<file path="src/rtl/sig_verify_arbiter.sv">
// sig_verify_arbiter
//   Shares one signature-verification pipeline between NUM_REQ requesters.
//   A round-robin arbiter accepts one request at a time. It holds the
//   signature on ver_sig for VERIFY_LATENCY cycles and captures ver_match.
//   It then returns the result to the granted requester over a
//   valid/ready response handshake.
//
// Ports
//   clk, rst_n            clock (rising edge), async active-low reset
//   req_valid/req_sig     per-requester request, signature i at [32i+31:32i]
//   req_ready             one-hot accept (combinational in IDLE)
//   resp_valid/resp_match one-hot response valid and its match result
//   resp_ready            per-requester response accept
//   ver_sig/ver_match     verifier signature out, verifier result in
//   busy                  high whenever a transaction is outstanding
//   grant_cnt/match_cnt   saturating statistics counters
//
// Configuration
//   SIG_VERIFY_ARB_STATS_EN: when defined, grant_cnt/match_cnt count
//   accepts and matching responses. Otherwise they are tied to zero and no
//   counter flops exist.
module sig_verify_arbiter #(
    parameter int NUM_REQ        = 4,
    parameter int VERIFY_LATENCY = 2,
    parameter int CNT_W          = 16
) (
    input  logic                     clk,
    input  logic                     rst_n,
    input  logic [NUM_REQ-1:0]       req_valid,
    input  logic [NUM_REQ*32-1:0]    req_sig,
    output logic [NUM_REQ-1:0]       req_ready,
    output logic [NUM_REQ-1:0]       resp_valid,
    output logic                     resp_match,
    input  logic [NUM_REQ-1:0]       resp_ready,
    output logic [31:0]              ver_sig,
    input  logic                     ver_match,
    output logic                     busy,
    output logic [NUM_REQ*CNT_W-1:0] grant_cnt,
    output logic [CNT_W-1:0]         match_cnt
);

    localparam int IDX_W = $clog2(NUM_REQ);
    localparam int WC_W  = $clog2(VERIFY_LATENCY + 1);

    typedef enum logic [1:0] {IDLE, WAIT, RESP} state_e;

    state_e           state_q, state_d;
    logic [IDX_W-1:0] last_q, last_d;
    logic [IDX_W-1:0] gnt_q, gnt_d;
    logic [31:0]      sig_q, sig_d;
    logic             match_q, match_d;
    logic [WC_W-1:0]  wait_q, wait_d;

    logic             found;
    logic [IDX_W-1:0] win;
    logic [IDX_W-1:0] idx_c;
    logic [31:0]      sig_arr [NUM_REQ];

    for (genvar g = 0; g < NUM_REQ; g++) begin : g_sig
        assign sig_arr[g] = req_sig[g*32 +: 32];
    end

    // Round-robin search starting just after the last granted requester.
    always_comb begin
        found = 1'b0;
        win   = '0;
        idx_c = '0;
        for (int k = 1; k <= NUM_REQ; k++) begin
            idx_c = IDX_W'((int'(last_q) + k) % NUM_REQ);
            if (!found && req_valid[idx_c]) begin
                found = 1'b1;
                win   = idx_c;
            end
        end
    end

    always_comb begin
        state_d    = state_q;
        last_d     = last_q;
        gnt_d      = gnt_q;
        sig_d      = sig_q;
        match_d    = match_q;
        wait_d     = wait_q;
        req_ready  = '0;
        resp_valid = '0;
        unique case (state_q)
            IDLE: begin
                // The winner is valid by construction, so ready implies handshake.
                if (found) begin
                    req_ready[win] = 1'b1;
                    sig_d          = sig_arr[win];
                    gnt_d          = win;
                    last_d         = win;
                    wait_d         = WC_W'(VERIFY_LATENCY);
                    state_d        = WAIT;
                end
            end
            WAIT: begin
                wait_d = wait_q - WC_W'(1);
                if (wait_q == WC_W'(1)) begin
                    match_d = ver_match;
                    state_d = RESP;
                end
            end
            RESP: begin
                resp_valid[gnt_q] = 1'b1;
                if (resp_ready[gnt_q]) state_d = IDLE;
            end
            default: state_d = IDLE;
        endcase
    end

    always_ff @(posedge clk or negedge rst_n) begin
        if (!rst_n) begin
            state_q <= IDLE;
            last_q  <= IDX_W'(NUM_REQ - 1);
            gnt_q   <= '0;
            sig_q   <= '0;
            match_q <= 1'b0;
            wait_q  <= '0;
        end else begin
            state_q <= state_d;
            last_q  <= last_d;
            gnt_q   <= gnt_d;
            sig_q   <= sig_d;
            match_q <= match_d;
            wait_q  <= wait_d;
        end
    end

    // sig_q only changes on accept, so the verifier input never glitches.
    assign ver_sig    = sig_q;
    assign resp_match = match_q;
    assign busy       = (state_q != IDLE);

`ifdef SIG_VERIFY_ARB_STATS_EN
    logic [NUM_REQ-1:0][CNT_W-1:0] gcnt_q;
    logic [CNT_W-1:0]              mcnt_q;

    always_ff @(posedge clk or negedge rst_n) begin
        if (!rst_n) begin
            gcnt_q <= '0;
            mcnt_q <= '0;
        end else begin
            for (int i = 0; i < NUM_REQ; i++) begin
                if (req_valid[i] && req_ready[i] && (gcnt_q[i] != '1))
                    gcnt_q[i] <= gcnt_q[i] + CNT_W'(1);
            end
            if ((state_q == RESP) && resp_ready[gnt_q] && match_q && (mcnt_q != '1))
                mcnt_q <= mcnt_q + CNT_W'(1);
        end
    end

    assign grant_cnt = gcnt_q;
    assign match_cnt = mcnt_q;
`else
    assign grant_cnt = '0;
    assign match_cnt = '0;
`endif

endmodule

</file>
<file path="config.mk">
export PLATFORM = sky130hd
export DESIGN_NAME = sig_verify_arbiter
export DESIGN_NICKNAME = d
export VERILOG_FILES = /design/src/rtl/sig_verify_arbiter.sv
export SDC_FILE = /design/constraint.sdc
export NUM_CORES = 1
export LEC_CHECK = 0
export CORE_MARGIN = 2
export CORE_UTILIZATION = 30
export DETAILED_ROUTE_END_ITERATION = 12
export PLACE_DENSITY = 0.86
export SYNTH_ARGS = -nofsm -noshare
export SYNTH_HDL_FRONTEND = slang
export SYNTH_SLANG_ARGS = --single-unit
export TNS_END_PERCENT = 30
</file>
<file path="constraint.sdc">
create_clock -name clk -period 1.85 [get_ports clk]
set_input_delay 0.37 -clock clk [delete_from_list [all_inputs] [get_ports clk]]
set_output_delay 0.37 -clock clk [all_outputs]
set_load 0.1 [all_outputs]
</file>
==> Yosys cells after proc, flatten, opt, wreduce, memory -nomap -nowiden <==
Cells that the tools add are included.
{ "totals": {"reg_bits": 41, "latch_bits": 0, "ram_bits": 0, "mem_bits_ro": 0, "output_inout_bits": 122, "n_memories": 0} }
{ "op_classes": {"n_addsub": 5, "n_mul": 0, "div": 0, "order_cmp": 9, "n_eq_ne": 6, "shifts": 0, "muxes": 34, "bitwise_logic": 1, "n_reduce_logical": 15} }
{ "ops": {"columns": ["operator", "count"], "rows": [
  ["binary-select mux 32 bit (select 2 bit)", 1],
  ["2-to-1 mux 32 bit", 2],
  ["less-than comparator 2 x 3 -> 1 bit (second input constant)", 6],
  ["2-to-1 mux 2 bit", 8],
  ["2-to-1 mux 4 bit", 3],
  ["2-to-1 mux 1 bit", 11],
  ["binary-select mux 1 bit (select 2 bit)", 5],
  ["inequality test 2 bit (second input constant)", 3],
  ["case mux 2 bit (3 select lines)", 1],
  ["AND reduction 2 bit", 3],
  ["logical AND 1 bit", 5],
  ["adder 2 x 1 -> 2 bit (second input constant)", 2],
  ["adder 2 bit (second input constant)", 2],
  ["demux 1 bit (select 2 bit)", 2],
  ["== test 2 x 1 -> 1 bit (second input constant)", 2],
  ["greater-or-equal comparator 2 x 1 -> 1 bit (second input constant)", 2],
  ["case mux 2 bit (2 select lines)", 1],
  ["nonzero test 2 bit", 2],
  ["greater-or-equal comparator 3 bit (second input constant)", 1],
  ["zero test 1 bit", 3],
  ["NOT 2 -> 3 bit", 1],
  ["AND reduction 3 bit", 1],
  ["== test 2 bit (second input constant)", 1],
  ["zero test 2 bit", 1],
  ["subtractor 2 x 1 -> 2 bit (second input constant)", 1]
]} }

==> Depth between registers and ports, before layout <==
{ "logic_depth": {"word_depth": 19, "depth_mapped": 7} }

==> Least setup slack after synthesis <==
OpenSTA, ideal clock, no wires.
{ "synth_path": {"kind": "register to output", "startpoint": "reg state_q[1]", "endpoint": "out req_ready[2]", "arrival_time_ns": 3.089, "required_time_ns": 1.480, "path_slack_ns": -1.609, "stages_incl_launch_ff": 6, "n_path_buf": 1, "cell_sequence": "dfrtp_1 or2_1 a21oi_1 nand2_1 clkbuf_1 nor2_1"} }
{ "synth_between": {"elab_chain_len": 2} }
{ "synth_rtl": {"columns": ["element", "line", "text"], "rows": [
  ["start, declared", "47", "state_e state_q, state_d;"],
  ["start signal, assigned", "122", "state_q <= state_d;"],
  ["zero test 2 bit", "86", "unique case (state_q)"],
  ["2-to-1 mux 4 bit", "86", null],
  ["end, declared", "31", "output logic [NUM_REQ-1:0] req_ready,"]
]} }
No other way between the ends.

==> Final worst setup path <==
{ "layout_path": {"startpoint": "reg last_q[1]", "endpoint": "out req_ready[2]"} }
{ "layout_between": {"elab_chain_len": 19} }
{ "layout_rtl": {"columns": ["element", "line", "text"], "rows": [
  ["start, declared", "48", "logic [IDX_W-1:0] last_q, last_d;"],
  ["start signal, assigned", "116", "last_q <= IDX_W'(NUM_REQ - 1);"],
  ["start signal, assigned", "123", "last_q <= last_d;"],
  ["adder 2 x 1 -> 2 bit", "69", "idx_c = IDX_W'((int'(last_q) + k) % NUM_REQ);"],
  ["binary-select mux 1 bit (select 2 bit)", "70", "if (!found && req_valid[idx_c]) begin"],
  ["2-to-1 mux 1 bit (not written as such)", "70", null],
  ["2-to-1 mux 1 bit", "70", null],
  ["zero test 1 bit", "70", null],
  ["logical AND 1 bit", "70", null],
  ["2-to-1 mux 1 bit", "70", null],
  ["zero test 1 bit", "70", null],
  ["(+3 left out)", null, null],
  ["logical AND 1 bit", "70", null],
  ["2-to-1 mux 2 bit", "70", null],
  ["less-than comparator 2 x 3 -> 1 bit (not written as such) / greater-or-equal comparator 2 x 1 -> 1 bit (equally long branches)", "90", "req_ready[win] = 1'b1;"],
  ["logical AND 1 bit (not written as such)", "90", null],
  ["2-to-1 mux 1 bit (not written as such)", "90", null],
  ["demux 1 bit (select 2 bit)", "90", null],
  ["2-to-1 mux 4 bit *", "89", "if (found) begin"],
  ["2-to-1 mux 4 bit *", "86", null]
]} }
Every way passes the cells marked *; elsewhere a longest branch is shown, timed or not. The select of a mux whose other input is x is not followed.

==> run metrics <==
register area share after synthesis 33.4%; initial antenna violation count 0; failing checks setup timing; Core ar. 9860 um^2; number of port buffers 180; gr usage total 16.7%; arrival time worst endpoint 1760 ps; crit start category register; reported max-cap violation count 0; ANT nets after route 0; Die X 105 um; post-synthesis area per instance 9.68 um^2; vias per inst 4.57; status complete, but fails checks; Final Critical Period 2130 ps; Fin. Hold Viols 0; first-pass GRT wire length 14.9 mm; Clock Root Buffer clkbuf_8; crit path max fanout 5; Final Worst Setup Slack -281 ps; DRC 0; Req. time, crit path 1480 ps; Clock Latency Late Sink 290 ps; maximum vdd ir drop 1.38 mV; top cells by area, synth dfrtp_1 (32%), mux2i_1 (21%), buf_4 (20%), o221ai_1 (9.1%), nand2_1 (4.9%); num rows 36; DIE AREA 11100 um^2; Initial Util 31.2%; Ant. Diodes 0; Setup Crit Path Kind reg2out; Worst Skew 7.70 ps; main flop type after synthesis dfrtp_1; IO Pins 261; Detailed Place HPWL 7.66 mm; Vias 2977; Detailed Route WL 9.49 mm; fin crit share 115%; fin nets 657; Post-synth EDFFs 0; fmax 469 MHz; first-iteration detailed-routing DRC count 72; vias in the first global route 3061; cell area after synthesis 3080 um^2; PD cells 1880 nW/um^2; Reg area 1030 um^2; area share of the largest cell type after synthesis 31.7%; setup_tns -6600 ps; # clock sinks 41; share of cells above drive strength 1 21.6%; CTS tree built; GP Congestion 0.801; Setup WS pre-CTS -502 ps; pin count of the biggest net entering global routing 37; fillcell total 790; Mapped Cells 318; CTS H-tree lvls 2; TritonCTS Buffers 5; Critical Path Sink Type output port; final max-slew violation count 0; wire length per cell 14.6 um; Seq cells post-synth 41; Async SR Flop Fraction 100%; worst min path class in2async; P_leak 2.65 nW; drt first pass iters 4; synth warn 0; Layout area overhead 87.7%; RSZ-0062 raised after global routing yes; post-synthesis cell type count 29; DIE HEIGHT 105 um; Final setup viols 36; clock-pin slew on the worst setup and hold paths 80 ps; CTS max path bufs 2; Final Hold Slack 24.1 ps; total gr overflow 0; multi-input logic area 1830 um^2; Synth area leader dfrtp_1
==> state kept, by name, indices dropped and copies added (netlist names) <==
name,cells
resp_match,1
wait_q,2
ver_sig,32
gnt_q,2
state_q,2
last_q,2
==> metrics by stage <==
step                      power (W)  util [%]  cell area [um^2]  instances
after detailed placement    0.00974      54.9              5410        637
final                        0.0108      58.5              5770        651
after global placement      0.00959      54.9              5410        637
after floorplan             0.00692         -              3450        397
after CTS                    0.0108      57.4              5660        650
after global routing         0.0113      58.5              5770        651
==> worst max-delay path, cell delays in order, from the launching register on <==
cell and delay, ps:
dfstp_2 590, mux2i_4 260, o221ai_4 160, buf_12 170, nor2_4 120, buf_12 180
==> repair_timing <==
action                                  4_1_cts  5_1_grt
setup buffers                                 4        0
endpoints found under the setup margin       36       36
pin swaps                                     8       11
hold buffers                                  0        0
gates cloned                                  1        1
gates resized for setup                      20       17
==> placed cells by master, fill, tap and decap left out, drive strengths merged, types with 2 or more instances in the layout <==
master / instances
inv: 3
nor2b: 2
and3: 2
dlygate4sd2: 3
nor3b: 2
nand2b: 5
dfstp: 2
buf: 71
a21oi: 6
nor2: 10
clkdlybuf4s50: 134
mux2i: 65
conb: 80
o221ai: 33
nand2: 40
dfrtp: 39
clkbuf: 8
==> path summary, 6_finish.rpt <==
kind                       slack (ps)             startpoint  cells past startpoint                endpoint
max                              -280  last_q[1]$_DFFE_PN1P_                      5            req_ready[2]
min                                20                  rst_n                      1  ver_sig[6]$_DFFE_PN0P_
max reg2reg                      -250  last_q[1]$_DFFE_PN1P_                      9  ver_sig[6]$_DFFE_PN0P_
min reg2reg                       490  wait_q[0]$_DFFE_PN0P_                      1   wait_q[0]$_DFFE_PN0P_
max in group asynchronous        1330                  rst_n                      2  ver_sig[5]$_DFFE_PN0P_
min in group clk                  490  wait_q[0]$_DFFE_PN0P_                      1   wait_q[0]$_DFFE_PN0P_
==> power by group <==
| group | switching, W | leakage, nW | total [W] | internal (W) |
|---|---|---|---|---|
| sequential | 0.000504 | 0.498 | 0.00187 | 0.00136 |
| clock | 0.000309 | 0.0585 | 0.000749 | 0.000440 |
| combinational | 0.00508 | 2.09 | 0.00823 | 0.00315 |
| total | 0.00589 | 2.65 | 0.0108 | 0.00496 |
==> routing by layer <==
layer,up-vias,wire length [um],track usage [%]
met5,-,0,0
met4,0,123,4.48
met3,14,620,3.77
met2,160,5400,33.1
met1,1427,3350,17.4
li1,1376,-,-
==> Yosys cell counts (3+ instances only) <==
cell and instances:
buf_4 84, dfrtp_1 39, nand2b_1 5, clkbuf_1 10, o221ai_1 32, nand2_1 40, nor2_1 10, inv_1 3
a21oi_1 6, mux2i_1 65
==> final cells by class <==
cell class	instances	share of cell area (%)
Clock inverter	1	0.520
Multi-Input combinational cell	256	31.7
Tap cell	133	2.88
Clock buffer	7	1.50
Inverter	3	0.195
Sequential cell	41	17.8
Timing Repair Buffer	210	45.4
==> logic make-up (layout without fill, tap and decap cells) <==
logic type | after synthesis | count (layout) | share of synthesized area, %
other | 1 | 80 | 0.122
and+or+nand+nor | 64 | 64 | 9.11
adders and majority gates | 1 | 1 | 0.407
buffers and inverters | 100 | 221 | 23.0
DFF | 41 | 41 | 33.4
AOI/OAI and AO/OA | 44 | 44 | 11.7
muxes | 67 | 67 | 22.2
No activity file was read; power rests on OpenSTA's default activity.
